**config.mk**
```make
export PLATFORM = sky130hd
export DESIGN_NAME = stdp_weight_collector_flat
export DESIGN_NICKNAME = d
export VERILOG_FILES = /design/src/rtl/stdp_pkg.sv /design/src/rtl/stdp_weight_collector_if.sv /design/src/rtl/stdp_weight_collector_slot_bitmap.sv /design/src/rtl/stdp_weight_collector.sv /design/src/flat_wrapper.sv
export SDC_FILE = /design/constraint.sdc
export NUM_CORES = 1
export LEC_CHECK = 0
export CORE_UTILIZATION = 36
export DETAILED_ROUTE_END_ITERATION = 6
export PLACE_DENSITY_LB_ADDON = 0.25
export SLEW_MARGIN = 10
export SYNTH_ARGS = -nofsm -noshare
export SYNTH_HDL_FRONTEND = slang
export SYNTH_SLANG_ARGS = --single-unit
```
**constraint.sdc**
```tcl
create_clock -name clk -period 3.5 [get_ports clk]
set_input_delay 0.35 -clock clk [delete_from_list [all_inputs] [get_ports clk]]
set_output_delay 0.35 -clock clk [all_outputs]
set_load 0.02 [all_outputs]
```
**src/rtl/stdp_pkg.sv**
```systemverilog
// Shared types and default sizing for the STDP sweep pipeline.
// The collector states and the default slot/weight widths live here.
package stdp_pkg;

    localparam int N_SLOTS_DEFAULT = 16;
    localparam int SLOT_IDX_W      = 4;
    localparam int WEIGHT_W        = 8;

    typedef enum logic [1:0] {
        IDLE,
        COLLECT,
        DRAIN
    } collector_state_t;

endpackage

```
**src/rtl/stdp_weight_collector_if.sv**
```systemverilog
// Write-in and drain-out ports of the weight collector.
// The collector is the slave; the stage-2 producer and the memory writer form the master side.
interface stdp_weight_collector_if
    import stdp_pkg::*;
#(
    parameter int IDX_W  = SLOT_IDX_W,
    parameter int DATA_W = WEIGHT_W
);

    logic              wr_en;
    logic [IDX_W-1:0]  wr_idx;
    logic [DATA_W-1:0] wr_data;
    logic              rd_valid;
    logic              rd_ready;
    logic [IDX_W-1:0]  rd_idx;
    logic [DATA_W-1:0] rd_data;

    modport master (
        output wr_en, wr_idx, wr_data, rd_ready,
        input  rd_valid, rd_idx, rd_data
    );

    modport slave (
        input  wr_en, wr_idx, wr_data, rd_ready,
        output rd_valid, rd_idx, rd_data
    );

endinterface

```
**src/rtl/stdp_weight_collector_slot_bitmap.sv**
```systemverilog
// Per-frame arrival bitmap: one bit per slot, flags repeated or out-of-range slots,
// and reports whether the bitmap will be complete once this cycle's set lands.
module slot_bitmap #(
    parameter int N_SLOTS = 16,
    parameter int IDX_W   = 4
) (
    input  logic             clk,
    input  logic             rst,
    input  logic             clear,
    input  logic             set_en,
    input  logic [IDX_W-1:0] set_idx,
    output logic             dup,
    output logic             accept,
    output logic             all_set
);

    logic [N_SLOTS-1:0] bits_q;
    logic [N_SLOTS-1:0] bits_d;
    logic [N_SLOTS-1:0] base;
    logic [N_SLOTS-1:0] mask;
    logic               in_range;
    logic               hit;

    // A clear and a set in the same cycle act on the freshly cleared bitmap.
    always_comb begin
        base     = clear ? '0 : bits_q;
        in_range = (32'(set_idx) < 32'(N_SLOTS));
        mask     = in_range ? (N_SLOTS'(1) << set_idx) : '0;
        hit      = |(base & mask);
        dup      = set_en && (!in_range || hit);
        accept   = set_en && in_range && !hit;
        bits_d   = accept ? (base | mask) : base;
        all_set  = &bits_d;
    end

    always_ff @(posedge clk) begin
        if (rst) begin
            bits_q <= '0;
        end else begin
            bits_q <= bits_d;
        end
    end

endmodule

```
**src/rtl/stdp_weight_collector.sv**
```systemverilog
// Captures one sweep of slot-tagged weight updates, then drains them in ascending
// slot order over a valid/ready port once every slot has arrived.
module stdp_weight_collector
    import stdp_pkg::*;
#(
    parameter int N_SLOTS = N_SLOTS_DEFAULT,
    parameter int IDX_W   = SLOT_IDX_W,
    parameter int DATA_W  = WEIGHT_W
) (
    input  logic                   clk,
    input  logic                   rst,
    input  logic                   sweep_start,
    stdp_weight_collector_if.slave bus,
    output logic                   frame_done,
    output logic                   busy,
    output logic                   dup_err,
    output logic                   ovr_err
);

    collector_state_t  state_q, state_d;
    logic              rd_valid_q, rd_valid_d;
    logic [IDX_W-1:0]  rd_idx_q, rd_idx_d;
    logic [DATA_W-1:0] rd_data_q, rd_data_d;
    logic              frame_done_q, frame_done_d;
    logic              busy_q, busy_d;
    logic              dup_err_q, dup_err_d;
    logic              ovr_err_q, ovr_err_d;
    logic [DATA_W-1:0] slot_buf_q [N_SLOTS];
    logic [DATA_W-1:0] slot_buf_d [N_SLOTS];

    logic              collecting;
    logic              bm_clear;
    logic              bm_set_en;
    logic              bm_dup;
    logic              bm_accept;
    logic              bm_all_set;
    logic              rd_fire;
    logic              rd_last;
    logic [IDX_W-1:0]  next_idx;

    slot_bitmap #(
        .N_SLOTS (N_SLOTS),
        .IDX_W   (IDX_W)
    ) u_bitmap (
        .clk     (clk),
        .rst     (rst),
        .clear   (bm_clear),
        .set_en  (bm_set_en),
        .set_idx (bus.wr_idx),
        .dup     (bm_dup),
        .accept  (bm_accept),
        .all_set (bm_all_set)
    );

    // The opening sweep_start cycle already counts as collecting, so its write lands.
    always_comb begin
        collecting   = (state_q == COLLECT) || ((state_q == IDLE) && sweep_start);
        bm_clear     = (state_q == IDLE) && sweep_start;
        bm_set_en    = collecting && bus.wr_en;
        rd_fire      = (state_q == DRAIN) && rd_valid_q && bus.rd_ready;
        rd_last      = (rd_idx_q == IDX_W'(N_SLOTS - 1));
        next_idx     = rd_idx_q + IDX_W'(1);

        state_d      = state_q;
        rd_valid_d   = rd_valid_q;
        rd_idx_d     = rd_idx_q;
        rd_data_d    = rd_data_q;
        frame_done_d = 1'b0;
        dup_err_d    = dup_err_q;
        ovr_err_d    = ovr_err_q;
        slot_buf_d   = slot_buf_q;

        if (bm_accept) begin
            slot_buf_d[bus.wr_idx] = bus.wr_data;
        end
        if (bm_dup) begin
            dup_err_d = 1'b1;
        end
        if (sweep_start && (state_q != IDLE)) begin
            ovr_err_d = 1'b1;
        end

        case (state_q)
            IDLE: begin
                if (sweep_start) begin
                    state_d = COLLECT;
                end
            end
            COLLECT: begin
            end
            DRAIN: begin
                if (rd_fire) begin
                    if (rd_last) begin
                        rd_valid_d = 1'b0;
                        state_d    = IDLE;
                    end else begin
                        rd_idx_d  = next_idx;
                        rd_data_d = slot_buf_q[next_idx];
                    end
                end
            end
            default: begin
                state_d = IDLE;
            end
        endcase

        // Entry 0 is read from the next-state buffer in case the completing write was slot 0.
        if (bm_accept && bm_all_set) begin
            state_d      = DRAIN;
            frame_done_d = 1'b1;
            rd_valid_d   = 1'b1;
            rd_idx_d     = '0;
            rd_data_d    = slot_buf_d[0];
        end

        busy_d = (state_d != IDLE);
    end

    always_ff @(posedge clk) begin
        slot_buf_q <= slot_buf_d;
    end

    always_ff @(posedge clk) begin
        if (rst) begin
            state_q      <= IDLE;
            rd_valid_q   <= 1'b0;
            rd_idx_q     <= '0;
            rd_data_q    <= '0;
            frame_done_q <= 1'b0;
            busy_q       <= 1'b0;
            dup_err_q    <= 1'b0;
            ovr_err_q    <= 1'b0;
        end else begin
            state_q      <= state_d;
            rd_valid_q   <= rd_valid_d;
            rd_idx_q     <= rd_idx_d;
            rd_data_q    <= rd_data_d;
            frame_done_q <= frame_done_d;
            busy_q       <= busy_d;
            dup_err_q    <= dup_err_d;
            ovr_err_q    <= ovr_err_d;
        end
    end

    assign bus.rd_valid = rd_valid_q;
    assign bus.rd_idx   = rd_idx_q;
    assign bus.rd_data  = rd_data_q;
    assign frame_done   = frame_done_q;
    assign busy         = busy_q;
    assign dup_err      = dup_err_q;
    assign ovr_err      = ovr_err_q;

endmodule

```
**src/flat_wrapper.sv**
```systemverilog
// flat-port wrapper written by rule: the top's interface ports become plain ports
module stdp_weight_collector_flat import stdp_pkg::*;
#(
    parameter int N_SLOTS = N_SLOTS_DEFAULT,
    parameter int IDX_W   = SLOT_IDX_W,
    parameter int DATA_W  = WEIGHT_W
)
  (clk, rst, sweep_start, frame_done, busy, dup_err, ovr_err, bus_wr_en, bus_wr_idx, bus_wr_data, bus_rd_ready, bus_rd_valid, bus_rd_idx, bus_rd_data);
  stdp_weight_collector_if #(.IDX_W(IDX_W), .DATA_W(DATA_W)) bus_i ();
  input  logic clk;
  input  logic rst;
  input  logic sweep_start;
  output logic frame_done;
  output logic busy;
  output logic dup_err;
  output logic ovr_err;
  input wire logic [$bits(bus_i.wr_en)-1:0] bus_wr_en;
  input wire logic [$bits(bus_i.wr_idx)-1:0] bus_wr_idx;
  input wire logic [$bits(bus_i.wr_data)-1:0] bus_wr_data;
  input wire logic [$bits(bus_i.rd_ready)-1:0] bus_rd_ready;
  output wire logic [$bits(bus_i.rd_valid)-1:0] bus_rd_valid;
  output wire logic [$bits(bus_i.rd_idx)-1:0] bus_rd_idx;
  output wire logic [$bits(bus_i.rd_data)-1:0] bus_rd_data;
  assign bus_i.wr_en = bus_wr_en;
  assign bus_i.wr_idx = bus_wr_idx;
  assign bus_i.wr_data = bus_wr_data;
  assign bus_i.rd_ready = bus_rd_ready;
  assign bus_rd_valid = bus_i.rd_valid;
  assign bus_rd_idx = bus_i.rd_idx;
  assign bus_rd_data = bus_i.rd_data;
  stdp_weight_collector #(.N_SLOTS(N_SLOTS), .IDX_W(IDX_W), .DATA_W(DATA_W)) u_core (.clk(clk), .rst(rst), .sweep_start(sweep_start), .bus(bus_i), .frame_done(frame_done), .busy(busy), .dup_err(dup_err), .ovr_err(ovr_err));
endmodule
```
==> results of run 1 <==
metal layers:
layer  part of all wire [%]  up-vias
li1                       -     1893
met1                     46     2097
met2                     46      122
met3                    6.1       19
met4                    1.4        0
met5                      0        -
report_power, final:
group / internal [mW] / leakage, nW / switching, mW / total (mW)
Sequential: 2.11 / 1.43 / 0.0186 / 2.13
Clock: 1.10 / 0.282 / 0.766 / 1.87
Combinational: 0.0852 / 1.02 / 0.116 / 0.201
Total: 3.30 / 2.73 / 0.901 / 4.20
layout make-up:
type                       instances  area share [%]
sequential                       163           53.81
multi-input combinational        254           27.91
timing repair buffer              68           7.297
clock buffer                      20           5.503
tap                              234           3.528
clock inverter                    12           1.749
inverter                           4          0.1809
antenna                            1         0.03015
cells by family (layout without fill, tap and decap cells):
kind of cell             Yosys count  in the layout  share of synthesized area, %
AO/OA/AOI/OAI                     64             64                         6.718
XOR/XNOR                           3              3                        0.3803
adder cells (fa/ha/maj)            1              1                        0.1810
buffers and inverters             30            104                         1.973
flip-flops                       163            163                         64.60
multiplexers                      65             65                         16.84
other                              0              1                             0
AND/OR/NAND/NOR                  121            121                         9.307
worst max-delay path: cells and delay by family:
kind | cells | cell delay, ns
compound gates | 3 | 0.94
buf+inv | 3 | 0.93
simple gates | 4 | 1.21
worst min path at each step:
| stage | from | endpoint | slack (ns) | depth (start not counted) |
|---|---|---|---|---|
| after floorplan | rst | u_core.bus.rd_idx[2]$_SDFFE_PP0P_ | 0.43 | 1 |
| after global placement | u_core.ovr_err$_SDFFE_PP0P_ | u_core.ovr_err$_SDFFE_PP0P_ | 0.44 | 2 |
| after detailed placement | u_core.ovr_err$_SDFFE_PP0P_ | u_core.ovr_err$_SDFFE_PP0P_ | 0.45 | 2 |
| after CTS | u_core.ovr_err$_SDFFE_PP0P_ | u_core.ovr_err$_SDFFE_PP0P_ | 0.47 | 2 |
| after global routing | u_core.dup_err$_SDFFE_PP0P_ | u_core.dup_err$_SDFFE_PP0P_ | 0.50 | 1 |
| final | u_core.ovr_err$_SDFFE_PP0P_ | u_core.ovr_err$_SDFFE_PP0P_ | 0.47 | 2 |
stage by stage:
stage / setup TNS (ns) / std cells / util [%]
2_1_floorplan: 0 / 447 / -
3_3_place_gp: 0 / 723 / 41.00
3_5_place_dp: -0.03637 / 723 / 41.00
4_1_cts: 0 / 755 / 44.21
5_1_grt: 0 / 755 / 44.21
6_report: 0 / 756 / 44.22
cells in the final DEF (no fill, tap or decap), types with 3 or more instances in the layout:
master | netlist | routed
nor2b_1 | 3 | 3
a2bb2oi_1 | 4 | 4
nor2_1 | 34 | 34
nand2b_1 | 13 | 13
a21oi_1 | 9 | 9
mux2i_1 | 15 | 15
edfxtp_1 | 120 | 120
nor3_1 | 10 | 10
nand2_1 | 20 | 20
nand3_1 | 10 | 10
nand4_1 | 4 | 4
a22oi_1 | 8 | 8
o21a_1 | 5 | 5
dfxtp_1 | 43 | 42
mux2_2 | 10 | 10
mux4_2 | 40 | 40
buf_4 | 0 | 34
a211oi_1 | 3 | 3
and2_1 | 7 | 7
clkbuf_16 | 0 | 17
clkinvlp_4 | 0 | 4
clkdlybuf4s50_1 | 0 | 33
o21ai_0 | 6 | 6
inv_6 | 0 | 3
o211ai_1 | 10 | 10
a2111oi_0 | 3 | 3
inv_1 | 4 | 4
==> metrics.cfg, run 1 <==
[status]
status=complete, no violations

[floorplanning]
die_y_um=140.5
die_area_um2=19750
io_pins=34
die_x_um=140.5
core_um2=18770
start_util_pct=36.82
rows=50

[cts]
clock_sinks=163
ctsResizeCount=0
ctsHoldBuffers=0
cts_setup_buffers=0
htree_levels=4
cts_tree=yes
worstSkewPairLatency_ns=0.42
clockRootBuffer=clkbuf_16
numCtsBuffers=17
path_clk_slew_ns=0.06
cts_buffer_depth=2

[place]
numPortBuffers=33
place.gp.congestion=0.8879
dpl_worst_slack_ns=-0.03359
dp_hpwl_um=10560
dpl_cell_area_um2=7695

[setup_path]
cp-start-kind=primary input
crit_path_max_fanout=15
timing.rr.start=u_core.u_bitmap.bits_q[12]$_SDFF_PP0_
crit_chain=clkdlybuf4s50_1 > buf_4 > or4b_2 > a211o_1 > nand4_1 > a211oi_1 > o32ai_1 > nor4_4 > buf_12 > nor4_1
rr_endpoint=u_core.bus.rd_data[3]$_SDFFE_PP0P_
r2r.worst_path.cells=9
worstPathRequired_ns=3.84
crit_path_end=u_core.bus.rd_idx[2]$_SDFFE_PP0P_
rrSetupSlack_ns=0.68
cp-end-kind=register
slowest_delay_ns=0.68
arrival_ns=3.44
criticalPathCategory=primary input to register
slowest_stage=or4b_2
crit_start=bus_wr_idx[3]

[logic_synthesis]
syn_nets=465
ys_seq_elements=163
yosysWarnings=0
synthCells=447
syn_area_um2=6910
synth_ff_type=edfxtp_1
yosys.area.top_type=edfxtp_1
yosysMostFrequentCell=edfxtp_1
synthArstFlopShare_pct=0
synth_commonest_cells=edfxtp_1, dfxtp_1, mux4_2, nor2_1, nand2_1
avgSynthCellArea_um2=15.46
seq_area_frac_synth_pct=64.60
synth_top_area_share_pct=52.15
ys_types=57
synth-edff-count=120
synthTopCellsByArea=edfxtp_1, mux4_2, dfxtp_1

[finish]
register_area_um2=4466
drive_above_1_share_pct=24.18
areaGrowthSynthToFinish_pct=20.10
stdcell_area_um2=8299
multi_input_area_um2=2316
n_fill_cell=1629
fin_nets=526

[global_routing]
grt.overflow.total=0
globalRouteMet1Util_pct=24.25
grt_max_degree=36
use_met3_pct=3.556
track_usage_pct=17.30
grt_pass1_vias=4204
met2_usage_pct=26.71
grt-busiest-layer=met2
grt_pass1_wl_um=25050
antenna_found_initial=1

[route]
drt_pass1_iterations=5
vias=4131
drcViolationCount=0
wl_per_cell_um=21.01
ant_nets=0
via_per_inst=5.464
drtIter0Drc=341
drt-total-wl_um=15880

[sta]
finalHoldViolations=0
report.final.setup_viol=0
slew_headroom_pct=33.60
finalCriticalPeriod_ns=3.101
worstMarginPinSlew_ns=0.9923
layout_setup_ws_ns=0.3994
fin_worst_skew_ns=0.005706
rsz0062_at_grt=false
period_share_pct=88.59
drv_slew=0
holdWs_ns=0.4662
max_freq_mhz=322.5

[power]
power_per_cell_area_nw_per_um2=505.9
p_total_mw=4.199
ir_drop_v=0.0003109
power.leakage_nw=2.732

[flow_run]
maxCapViolCount=0

[worst_hold_path]
worstHoldPathType=register to register

(Power assumes the default switching activity.)
==> inputs of run 2 (changes only) <==
CORE_ASPECT_RATIO = 1.2   (was not set)
==> metrics.cfg, run 2 (synthesis results as in run 1) <==
[finish]
num_antenna_cells=0
fin_nets=528
layout_common_cells=edfxtp_1, dfxtp_1, mux4_2
layout_commonest_cell=edfxtp_1
areaGrowthSynthToFinish_pct=20.95
drive_above_1_share_pct=24.28

[cts]
clock_sinks=163
cts_setup_buffers=0
cts_tree=yes
ctsResizeCount=0
ctsHoldBuffers=0
path_clk_slew_ns=0.06
cts_buffer_depth=2
worstSkewPairLatency_ns=0.42
htree_levels=4
clockRootBuffer=clkbuf_16
numCtsBuffers=17

[power]
power.leakage_nw=2.754
clkPwrFrac_pct=45.0
p_switching_mw=0.9070
power_switching_share_pct=21.42
power_per_cell_area_nw_per_um2=506.7
power.internal_mw=3.328
p_seq_share_pct=50.3
ir_drop_v=0.0003301
power.share.combinational_pct=4.8

[global_routing]
antenna_found_initial=0
grt_pass1_vias=4199
grt.overflow.total=0
track_usage_pct=18.00
globalRouteMet1Util_pct=22.09
use_met3_pct=3.340
grt_pass1_wl_um=25640
grt-busiest-layer=met2
met2_usage_pct=31.07
grt_max_degree=36

[place]
place.gp.congestion=0.9136
numPortBuffers=33
dp_hpwl_um=11350
dpl_worst_slack_ns=0.1215

[route]
drtIter0Drc=332
vias=4193
wl_per_cell_um=21.20
drt_pass1_iterations=6
drt-total-wl_um=16510
ant_nets=0
via_per_inst=5.383
drcViolationCount=0

[worst_hold_path]
worstHoldPathType=register to register

[floorplanning]
die_area_um2=19760
start_util_pct=36.65
io_pins=34
die_x_um=128.5
rows=55
core_um2=18860
die_y_um=153.8

[status]
status=complete, no violations

[setup_path]
rrSetupSlack_ns=0.74
cp-end-kind=register
arrival_ns=3.38
worstPathRequired_ns=3.85
crit_path_max_fanout=17
cp-start-kind=primary input
criticalPathCategory=primary input to register

[flow_run]
maxCapViolCount=0

[sta]
report.final.setup_viol=0
finalCriticalPeriod_ns=3.030
slew_headroom_pct=46.85
fin_worst_skew_ns=0.008156
drv_slew=0
max_freq_mhz=330.0
period_share_pct=86.58
finalHoldViolations=0
worstMarginPinSlew_ns=0.7943
rsz0062_at_grt=false
layout_setup_ws_ns=0.4696
fin_tns_setup_ns=0

==> run 2: metrics by stage <==
stage	instances	power [mW]	instance area, µm²	hold WS [ns]	util (%)
global route	779	4.366	8358	0.4773	44.33
floorplan	447	2.272	6910	0.4276	-
finish	779	4.235	8358	0.4477	44.33
global placement	747	2.366	7750	0.4334	41.10
CTS	779	4.272	8358	0.4486	44.33
detailed placement	747	2.371	7750	0.4405	41.10
==> run 2: layout make-up <==
class | count | area (µm²)
Clock buffer | 18 | 429.2
Tap cell | 256 | 320.3
Sequential cell | 163 | 4466
Inverter | 4 | 15.01
Multi-Input combinational cell | 254 | 2316
Fill cell | 1704 | 10500
Clock inverter | 14 | 178.9
Timing Repair Buffer | 70 | 633.1
==> run 2: layer usage <==
metal  share of wire [%]  routed length [µm]  vias to the layer above
li1                    -                   -                     1904
met1                  41                6832                     2144
met2                  53                8723                      115
met3                 3.8                 635                       30
met4                 1.9                 319                        0
met5                   0                   0                        -
==> run 2: power groups by stage <==
stage / combinational (mW) / clock, mW / sequential [mW]
after detailed placement: 0.200 / 0 / 2.17
after CTS: 0.201 / 1.94 / 2.13
after global routing: 0.216 / 2.02 / 2.13
after floorplan: 0.105 / 0 / 2.17
after global placement: 0.197 / 0 / 2.17
final: 0.201 / 1.91 / 2.13
==> run 2: critical path: stages <==
cell	delay [ns]
clkdlybuf4s50_1	0.64
buf_4	0.29
nor3b_1	0.09
or4_1	0.62
a2111oi_0	0.46
a211oi_1	0.16
nor4_4	0.34
buf_12	0.20
mux2i_1	0.21
==> run 2: path summary, 6_finish.rpt <==
check | from | endpoint | depth (start not counted)
worst min-delay path | u_core.ovr_err$_SDFFE_PP0P_ | u_core.ovr_err$_SDFFE_PP0P_ | 2
worst max register to register | u_core.u_bitmap.bits_q[0]$_SDFF_PP0_ | u_core.bus.rd_idx[2]$_SDFFE_PP0P_ | 8
worst max-delay path | bus_wr_idx[0] | u_core.bus.rd_data[5]$_SDFFE_PP0P_ | 9
worst min register to register | u_core.ovr_err$_SDFFE_PP0P_ | u_core.ovr_err$_SDFFE_PP0P_ | 2
